==> config.mk <==
export PLATFORM = sky130hd
export DESIGN_NAME = rob_controller
export DESIGN_NICKNAME = d
export VERILOG_FILES = /design/src/rtl/lc3b_types.sv /design/src/rtl/rob_ptr_ctr.sv /design/src/rtl/rob_controller.sv
export SDC_FILE = /design/constraint.sdc
export NUM_CORES = 1
export LEC_CHECK = 0
export ABC_AREA = 1
export BUFFER_PORTS_ARGS = -buffer_cell sky130_fd_sc_hd__buf_2
export CORE_ASPECT_RATIO = 1.5
export CORE_MARGIN = 2
export CORE_UTILIZATION = 50
export CTS_CLUSTER_SIZE = 14
export DETAILED_ROUTE_END_ITERATION = 8
export PLACE_DENSITY = 0.68
export SYNTH_ARGS = -nofsm -noshare
export SYNTH_HDL_FRONTEND = slang
export SYNTH_SLANG_ARGS = --single-unit
==> constraint.sdc <==
create_clock -name clk -period 2.9 [get_ports clk]
set_input_delay 0.29 -clock clk [delete_from_list [all_inputs] [get_ports clk]]
set_output_delay 0.29 -clock clk [all_outputs]
set_load 0.005 [all_outputs]
==> src/rtl/lc3b_types.sv <==
// Shared LC-3b Tomasulo datapath types: opcodes, register ids, CDB broadcast and ROB control types.
package lc3b_types;

    typedef enum logic [3:0] {
        OP_BR   = 4'b0000,
        OP_ADD  = 4'b0001,
        OP_LDB  = 4'b0010,
        OP_STB  = 4'b0011,
        OP_JSR  = 4'b0100,
        OP_AND  = 4'b0101,
        OP_LDW  = 4'b0110,
        OP_STW  = 4'b0111,
        OP_RTI  = 4'b1000,
        OP_NOT  = 4'b1001,
        OP_LDI  = 4'b1010,
        OP_STI  = 4'b1011,
        OP_JMP  = 4'b1100,
        OP_SHF  = 4'b1101,
        OP_LEA  = 4'b1110,
        OP_TRAP = 4'b1111
    } lc3b_opcode;

    typedef logic [2:0]  lc3b_reg;
    typedef logic [15:0] lc3b_word;

    localparam int ROB_TAG_W = 3;

    typedef struct packed {
        logic                 valid;
        logic [ROB_TAG_W-1:0] tag;
        lc3b_word             value;
    } lc3b_cdb_t;

    typedef enum logic {
        RUN   = 1'b0,
        FLUSH = 1'b1
    } rob_state_t;

endpackage

==> src/rtl/rob_ptr_ctr.sv <==
// TAG_W-bit wrapping ROB pointer with increment and synchronous clear; used for head and tail.
module rob_ptr_ctr #(
    parameter int TAG_W = 3
) (
    input  logic             clk,
    input  logic             rst_n,
    input  logic             clr,
    input  logic             inc,
    output logic [TAG_W-1:0] ptr
);

    logic [TAG_W-1:0] ptr_d;
    logic [TAG_W-1:0] ptr_q;

    // next pointer: clear wins over increment, wrap is the natural modulo of TAG_W bits
    always_comb begin
        ptr_d = ptr_q;
        if (clr) begin
            ptr_d = '0;
        end else if (inc) begin
            ptr_d = ptr_q + TAG_W'(1);
        end else begin
            ptr_d = ptr_q;
        end
    end

    // pointer register
    always_ff @(posedge clk) begin
        if (!rst_n) begin
            ptr_q <= '0;
        end else begin
            ptr_q <= ptr_d;
        end
    end

    assign ptr = ptr_q;

endmodule

==> src/rtl/rob_controller.sv <==
// Reorder-buffer sequencing controller: tag grant, CDB completion, in-order commit and mispredict flush.
// Optional macro ROB_PERF_CNT_EN adds saturating commit/flush performance counters.
module rob_controller
    import lc3b_types::*;
#(
    parameter int TAG_W = ROB_TAG_W,
    parameter int DEPTH = 2**TAG_W
) (
    input  logic             clk,
    input  logic             rst_n,
    input  logic             alloc_req,
    output logic             alloc_grant,
    output logic [TAG_W-1:0] alloc_tag,
    output logic             rob_we,
    input  logic             cdb_valid,
    input  logic [TAG_W-1:0] cdb_tag,
    output logic [TAG_W-1:0] head_tag,
    input  logic             head_is_br,
    input  logic             head_mispredict,
    output logic             commit_valid,
    input  logic             commit_ack,
    output logic             flush,
`ifdef ROB_PERF_CNT_EN
    output logic [15:0]      perf_commits,
    output logic [15:0]      perf_flushes,
`endif
    output logic             full,
    output logic             empty
);

    rob_state_t       state_d, state_q;
    logic [TAG_W:0]   count_d, count_q;
    logic [DEPTH-1:0] ready_d, ready_q;
    logic [TAG_W-1:0] head_ptr, tail_ptr, cdb_off;

    logic in_run, full_int, empty_int;
    logic grant_int, cv_int, retire, mis_commit, head_inc, cdb_hit, ptr_clr;

    assign in_run    = (state_q == RUN);
    assign full_int  = (count_q == (TAG_W+1)'(DEPTH));
    assign empty_int = (count_q == '0);

    // outputs are forced to their idle values while reset is asserted
    assign grant_int  = rst_n & in_run & ~full_int;
    assign cv_int     = rst_n & in_run & ~empty_int & ready_q[head_ptr];
    assign retire     = cv_int & commit_ack;
    assign mis_commit = retire & head_is_br & head_mispredict;
    assign head_inc   = retire & ~mis_commit;
    assign ptr_clr    = ~in_run;

    // an entry is occupied when its distance from head is below the occupancy count
    assign cdb_off = cdb_tag - head_ptr;
    assign cdb_hit = cdb_valid & in_run & ({1'b0, cdb_off} < count_q);

    rob_ptr_ctr #(.TAG_W(TAG_W)) u_head (
        .clk   (clk),
        .rst_n (rst_n),
        .clr   (ptr_clr),
        .inc   (head_inc),
        .ptr   (head_ptr)
    );

    rob_ptr_ctr #(.TAG_W(TAG_W)) u_tail (
        .clk   (clk),
        .rst_n (rst_n),
        .clr   (ptr_clr),
        .inc   (grant_int & alloc_req),
        .ptr   (tail_ptr)
    );

    // next state, occupancy and ready bits; grant clear is applied last so it beats a CDB hit on the tail
    always_comb begin
        state_d = state_q;
        count_d = count_q;
        ready_d = ready_q;
        case (state_q)
            RUN: begin
                if (mis_commit) begin
                    state_d = FLUSH;
                end else begin
                    state_d = RUN;
                end
                count_d = count_q + {{TAG_W{1'b0}}, grant_int & alloc_req}
                                  - {{TAG_W{1'b0}}, retire};
                if (cdb_hit) begin
                    ready_d[cdb_tag] = 1'b1;
                end else begin
                    ready_d = ready_d;
                end
                if (head_inc) begin
                    ready_d[head_ptr] = 1'b0;
                end else begin
                    ready_d = ready_d;
                end
                if (grant_int & alloc_req) begin
                    ready_d[tail_ptr] = 1'b0;
                end else begin
                    ready_d = ready_d;
                end
            end
            FLUSH: begin
                state_d = RUN;
                count_d = '0;
                ready_d = '0;
            end
            default: begin
                state_d = RUN;
                count_d = '0;
                ready_d = '0;
            end
        endcase
    end

    // control state registers
    always_ff @(posedge clk) begin
        if (!rst_n) begin
            state_q <= RUN;
            count_q <= '0;
            ready_q <= '0;
        end else begin
            state_q <= state_d;
            count_q <= count_d;
            ready_q <= ready_d;
        end
    end

`ifdef ROB_PERF_CNT_EN
    logic [15:0] perf_commits_d, perf_commits_q;
    logic [15:0] perf_flushes_d, perf_flushes_q;

    // saturating event counters
    always_comb begin
        perf_commits_d = perf_commits_q;
        perf_flushes_d = perf_flushes_q;
        if (retire && (perf_commits_q != 16'hFFFF)) begin
            perf_commits_d = perf_commits_q + 16'd1;
        end else begin
            perf_commits_d = perf_commits_q;
        end
        if (mis_commit && (perf_flushes_q != 16'hFFFF)) begin
            perf_flushes_d = perf_flushes_q + 16'd1;
        end else begin
            perf_flushes_d = perf_flushes_q;
        end
    end

    // performance counter registers
    always_ff @(posedge clk) begin
        if (!rst_n) begin
            perf_commits_q <= 16'd0;
            perf_flushes_q <= 16'd0;
        end else begin
            perf_commits_q <= perf_commits_d;
            perf_flushes_q <= perf_flushes_d;
        end
    end

    assign perf_commits = perf_commits_q;
    assign perf_flushes = perf_flushes_q;
`endif

    assign alloc_grant  = grant_int;
    assign alloc_tag    = tail_ptr;
    assign rob_we       = alloc_req & grant_int;
    assign head_tag     = head_ptr;
    assign commit_valid = cv_int;
    assign flush        = rst_n & (state_q == FLUSH);
    assign full         = rst_n & full_int;
    assign empty        = ~rst_n | empty_int;

endmodule

# After elaboration in Yosys (flattened, before gate mapping)
# Cells that the tools add are included.
# word_totals
wordCells	64
mem_bits_rw	0
regBits	19
rom_bits	0
input_bits	10
latch_bits	0
mem_count	0
output_inout_bits	12
# op_classes
reduce_logical	5
bitwise_logic	24
n_addsub	5
order_cmp	7
n_mul	0
eq_ne	1
div	0
n_mux	17
shifts	0
# ops
cell	count
$mux W8	5
$and A8 B8 Y8	2
$not A8 Y8	2
$pmux W8 S2	1
$and A1 B1 Y1	13
$lt A3 B4 Y1 const B	3
$demux W1 S3	3
$ge A3 B1 Y1 const B	3
$or A8 B8 Y8	1
$pmux W4 S2	1
$add A3 B1 Y3 const B	2
$mux W1	5
$not A1 Y1	5
$add A4 B1 Y4	1
$eq A4 B4 Y1 const B	1
$logic_not A4 Y1	1
$lt A3 B4 Y1	1
$sub A4 B1 Y4	1
$bmux W1 S3	1
$logic_and A1 B1 Y1	3
$sub A3 B3 Y3	1
$pmux W1 S2	1
$reduce_or A2 Y1	1
$or A1 B1 Y1	1

# Logic depth before layout (Yosys ltp)
# logic_depth
word_depth	14
mapped_depth	17

# Cells and area by module
# From an unflattened synthesis, not the netlist that was laid out.
# hier_totals
cells_unflattened	208
hier_area_um2	1430.1
# by_module_without_submodules
mod	area_each_um2	instances	cells_each	seq_area_each_um2
rob_controller	1149.9	1	168	260.2
rob_ptr_ctr	140.1	2	20	60.1

# Least setup slack after synthesis
# No wires, ideal clock.
# synth_path
path_type	register -> register
startpoint	register u_head.ptr_q[0], in the netlist u_head.ptr[0]
endpoint	register count_q[2]
path_slack_ps	676
arrival_ps	2107
stages_incl_launch_ff	15
required_time_ps	2783
cell_sequence	dfxtp_1 > nand2_1 > nand3_1 > nand2_1 > nor2_2 > nor2_8 > nand2_1 > inv_1 > ha_1 > inv_1 > ha_1 > inv_1 > fa_1 > xor2_1 > nor2_1
# synth_via
elab_chain_len	6
# synth_lines
element	line_no	text
start, declared	rob_ptr_ctr.sv:13	logic [TAG_W-1:0] ptr_q;
start signal, assigned	rob_ptr_ctr.sv:32	ptr_q <= ptr_d;
$bmux W1 S3	rob_controller.sv:45	assign cv_int = rst_n & in_run & ~empty_int & ready_q[head_ptr];
$mux W1 (not written as such)	rob_controller.sv:45	
$and A1 B1 Y1	rob_controller.sv:45	
named net commit_valid	rob_controller.sv:20	output logic commit_valid,
$and A1 B1 Y1	rob_controller.sv:46	assign retire = cv_int & commit_ack;
$sub A4 B1 Y4	rob_controller.sv:84	- {{TAG_W{1'b0}}, retire};
$pmux W4 S2	rob_controller.sv:76	case (state_q)
end signal, assigned	rob_controller.sv:122	count_q <= count_d;
end, declared	rob_controller.sv:32	logic [TAG_W:0] count_d, count_q;
# The timed path passes the listed nets, and every way through them passes these cells. The select of a mux whose other input is x is not followed.
# A chain may end at the register's enable or synchronous reset.

# Worst setup path in the final report
# layout_path
startpoint	register u_head.ptr_q[0], in the netlist u_head.ptr[0]
endpoint	register ready_q[7]
# layout_via
elab_chain_len	13
# layout_lines
element	line_no	text
branches (longest 8 deep; another with $lt A3 B4 Y1)	n/a	
$mux W8 *	rob_controller.sv:90	if (head_inc) begin
$mux W8 *	rob_controller.sv:76	
$and A8 B8 Y8 (no source line)	n/a	
$mux W8 *	rob_controller.sv:95	if (grant_int & alloc_req) begin
$pmux W8 S2 *	rob_controller.sv:76	
end signal, assigned	rob_controller.sv:123	ready_q <= ready_d;
end, declared	rob_controller.sv:33	logic [DEPTH-1:0] ready_d, ready_q;
# Every way passes the cells marked *. The select of a mux whose other input is x is not followed.

==> results.txt <==
- The clock network accounts for a little over a quarter of the total power.
* Cts repair resizes: 0
- Required time at the endpoint of the critical path: about 3100 ps
- For the finished layout, the period the worst path requires is around 2500 ps.
- Number of vias in the routed layout: 1332
- The completed layout was analyzed and its total power is between 700 and 800 uW.
* Syn. warnings: 0
- In this run the biggest area consumer among cell types represents around 28% of the synthesized area.
* Final-layout worst hold slack: between 300 and 400 ps
* Die area: around 0.0032 mm^2
- Number of primary I/O pins: 22
- Number of input and output port buffers inserted: 21
* Nets in the synthesized netlist: 224
- The number of clock buffers added by TritonCTS is 3.
- In the routed layout, each cell is associated on average with a via count of 5.08.
- Smallest setup slack after layout: just under 400 ps
* Wirelength per Cell: around 13 um
* Vias in the first global route: roughly 1300
- In this run, the combinational gates consume 31.7% of the power.
* Distinct cells, synth: 25
* ANT cells: 0
- Final cell count without fillers: 262
- The post-route netlist has between 15 and 20% of its cells at a drive strength greater than 1.
* Most frequent cell after synthesis: sky130_fd_sc_hd__inv_1
- Of the available clock period, the critical path in the final layout requires between 80% and 90%.
- Once the floorplan was initialized, standard cells occupied ~52% of the core.
- Class of the most critical setup path: register to register
- The first routing iteration left 46 violations.
- The finished cells cover 0.00158 mm^2.
- The clock passes through at most 2 buffers.
- List of most frequent post-synthesis cells: 37 x sky130_fd_sc_hd__inv_1, 34 x sky130_fd_sc_hd__nand2_1, 29 x sky130_fd_sc_hd__nor2_1, 19 x sky130_fd_sc_hd__dfxtp_1, 17 x sky130_fd_sc_hd__nand3_1
- Timing would allow up to ~0.40 GHz.
* Dpl ws: 397 ps
- Most used flip-flop cell after synthesis: sky130_fd_sc_hd__dfxtp_1
- At the pin with the least slew margin, the transition time is between 400 and 500 ps.
- Register bit total from synthesis: 19
- Ordered list of cells on the worst path: ha_1, inv_1, fa_1, xnor2_1, xor2_1, ha_1, nand3_1, nand4_1, nand2_1, nand3_1, nor2_1
* Worst relative slew slack: 68.7%
* Setup tns final: 0 ps
- In this run the horizontal extent of the chip is 46.9 um.
- At the worst endpoint, the arrival time is about 2700 ps.
* Run status: finished, final reports clean
- The total area inside the core boundary comes to ~0.0026 mm^2.
- Pin count of the biggest net entering global routing: 14
- Maximum capacitance violations: 0
- Number of buffers inserted by post-CTS setup repair: 0
- The count of nets left with antenna violations once routing finished came out at 0.
* Critical Path Source Type: register
- Hold crit path type: input pin to register
- HPWL after detailed placement: roughly 2700 um
- Setup repair after global routing left no endpoint under its margin.
- Yosys mapped a number of flops with a built-in enable equal to 0.
- Clock latency on the worst-skew pair, taken at its later pin, is roughly 260 ps.
- Per report_power, the sequential group accounts for 41.9% of the total.
- On the worst path, the slowest cell contributes a delay of around 560 ps.
* Largest fanout on the critical path: 10
* Number of failing hold endpoints at the final stage: 0
- Gpl congestion: between 0.8 and 0.9
- Worst IR drop on VDD: 0.303 mV
* Area of the mapped netlist: 0.00138 mm^2
* Clock Root Buffer: sky130_fd_sc_hd__clkbuf_8
- Total global-route track usage: 24.2%
- Area grow syn2layout: 14.0%
* Total internal power: approximately 460 uW
- Power density over the cells: 452 mW/mm^2
* Grt ovf: 0
- CP max-delay cell: sky130_fd_sc_hd__dfxtp_1
- DRC Markers: 0
- Dominant cell type by area after synthesis: sky130_fd_sc_hd__dfxtp_1
* Worst clock skew: between 4 and 5 ps
- STA classifies the critical path endpoint as a register.
* Number of antenna violations at the first check in global routing: 0
* Detailed-routing iteration count for the pre-antenna-repair pass: 4
- First-pass GRT wire length: between 5000 and 6000 um
- Layout Nets: 249
* Switching part of the total: between 30% and 40%
- Average cell area after synthesis: a little under 7 um^2
- Async set or reset register ratio after synthesis: 0%
- DP Area: between 0.0015 and 0.002 mm^2
- Final setup fails: 0
* Final Max Tran Viols: 0
- TritonCTS built the clock tree.
- Count of fill cells added during filler insertion: 286
- Clock sink count: 19
* Dpl cells: ~260
- Post-synthesis cell count: around 200
* Number of core rows: 23
- The die is 68.4 um tall.
- Utilization of the core after routing: around three fifths
* Static Leak: just over 0.8 nW
* Crit path max-delay family: adder cells
- After synthesis, the cell types taking the most area are sky130_fd_sc_hd__dfxtp_1 28%, sky130_fd_sc_hd__inv_1 10%, sky130_fd_sc_hd__ha_1 10%.
- Sequential share of the synthesized area: 27.5%
- Worst-path clk slew: approximately 70 ps
* Bufs and invs on worst path: 1
- Buffers inserted to repair hold after CTS numbered 0.
- Reported net switching power: between 200 and 300 uW
- CTS built an H-tree with a depth of 1.
* Wire length after detailed routing: ~3300 um
[cells in the final DEF, fill, tap and decap left out, types with 5 or more instances in the layout]
cell / Yosys / final
sky130_fd_sc_hd__nor2_1: 29 / 29
sky130_fd_sc_hd__a21oi_1: 5 / 5
sky130_fd_sc_hd__ha_1: 11 / 11
sky130_fd_sc_hd__nand2_1: 34 / 34
sky130_fd_sc_hd__nor3_1: 8 / 8
sky130_fd_sc_hd__nand3_1: 17 / 17
sky130_fd_sc_hd__nand4_1: 15 / 15
sky130_fd_sc_hd__dfxtp_1: 19 / 19
sky130_fd_sc_hd__inv_1: 37 / 37
sky130_fd_sc_hd__buf_2: 0 / 21
[routing by layer]
metal  vias up  wire (um)  track usage, %
li1        695          -               -
met1       589       1400            28.2
met2        37       1680            43.3
met3        11        113            1.58
met4         0        104            10.8
met5         -          0               0
[worst paths after layout]
kind                                 endpoint     startpoint  slack, ps  cells after the start
worst max-delay path               ready_q[7]  u_head.ptr[0]        390                     11
worst min-delay path            u_tail.ptr[1]      alloc_req        340                      3
worst max register to register     ready_q[7]  u_head.ptr[0]        390                     11
worst min register to register     ready_q[3]     ready_q[3]        560                      4
[flip-flops by register name, summed over array words and instances (netlist names)]
signal and count:
count_q 4, ptr_clr 1, u_head.ptr 3, u_tail.ptr 3, ready_q 8
[power groups by stage]
stage / sequential (mW) / combinational [mW] / clock (mW)
6_report: 0.299 / 0.226 / 0.188
5_1_grt: 0.302 / 0.259 / 0.199
4_1_cts: 0.298 / 0.228 / 0.189
3_5_place_dp: 0.304 / 0.227 / 0
3_3_place_gp: 0.303 / 0.219 / 0
2_1_floorplan: 0.301 / 0.158 / 0
[worst min-delay path, cell delays in order]
cell and delay, ps:
sky130_fd_sc_hd__buf_2 100, sky130_fd_sc_hd__nand2_2 100, sky130_fd_sc_hd__a21oi_1 70
[layout make-up]
cell class | count | area [um^2] | share of cell area, %
timing repair buffer | 22 | 113 | 7.15
clock inverter | 1 | 5.00 | 0.318
clock buffer | 3 | 41.3 | 2.62
multi-input combinational | 140 | 840 | 53.3
tap | 37 | 46.3 | 2.94
sequential | 19 | 380 | 24.1
inverter | 40 | 150 | 9.53
[cells by family (layout without fill, tap and decap cells)]
group	after synthesis	count (layout)	share of synthesized area, %
buffers and inverters	42	66	11.7
AND/OR/NAND/NOR	112	112	40.8
adder cells (fa/ha/maj)	13	13	12.9
flip-flops	19	19	27.5
XOR/XNOR	4	4	2.54
AO/OA/AOI/OAI	11	11	4.62
No activity file was read; power rests on OpenSTA's default activity.
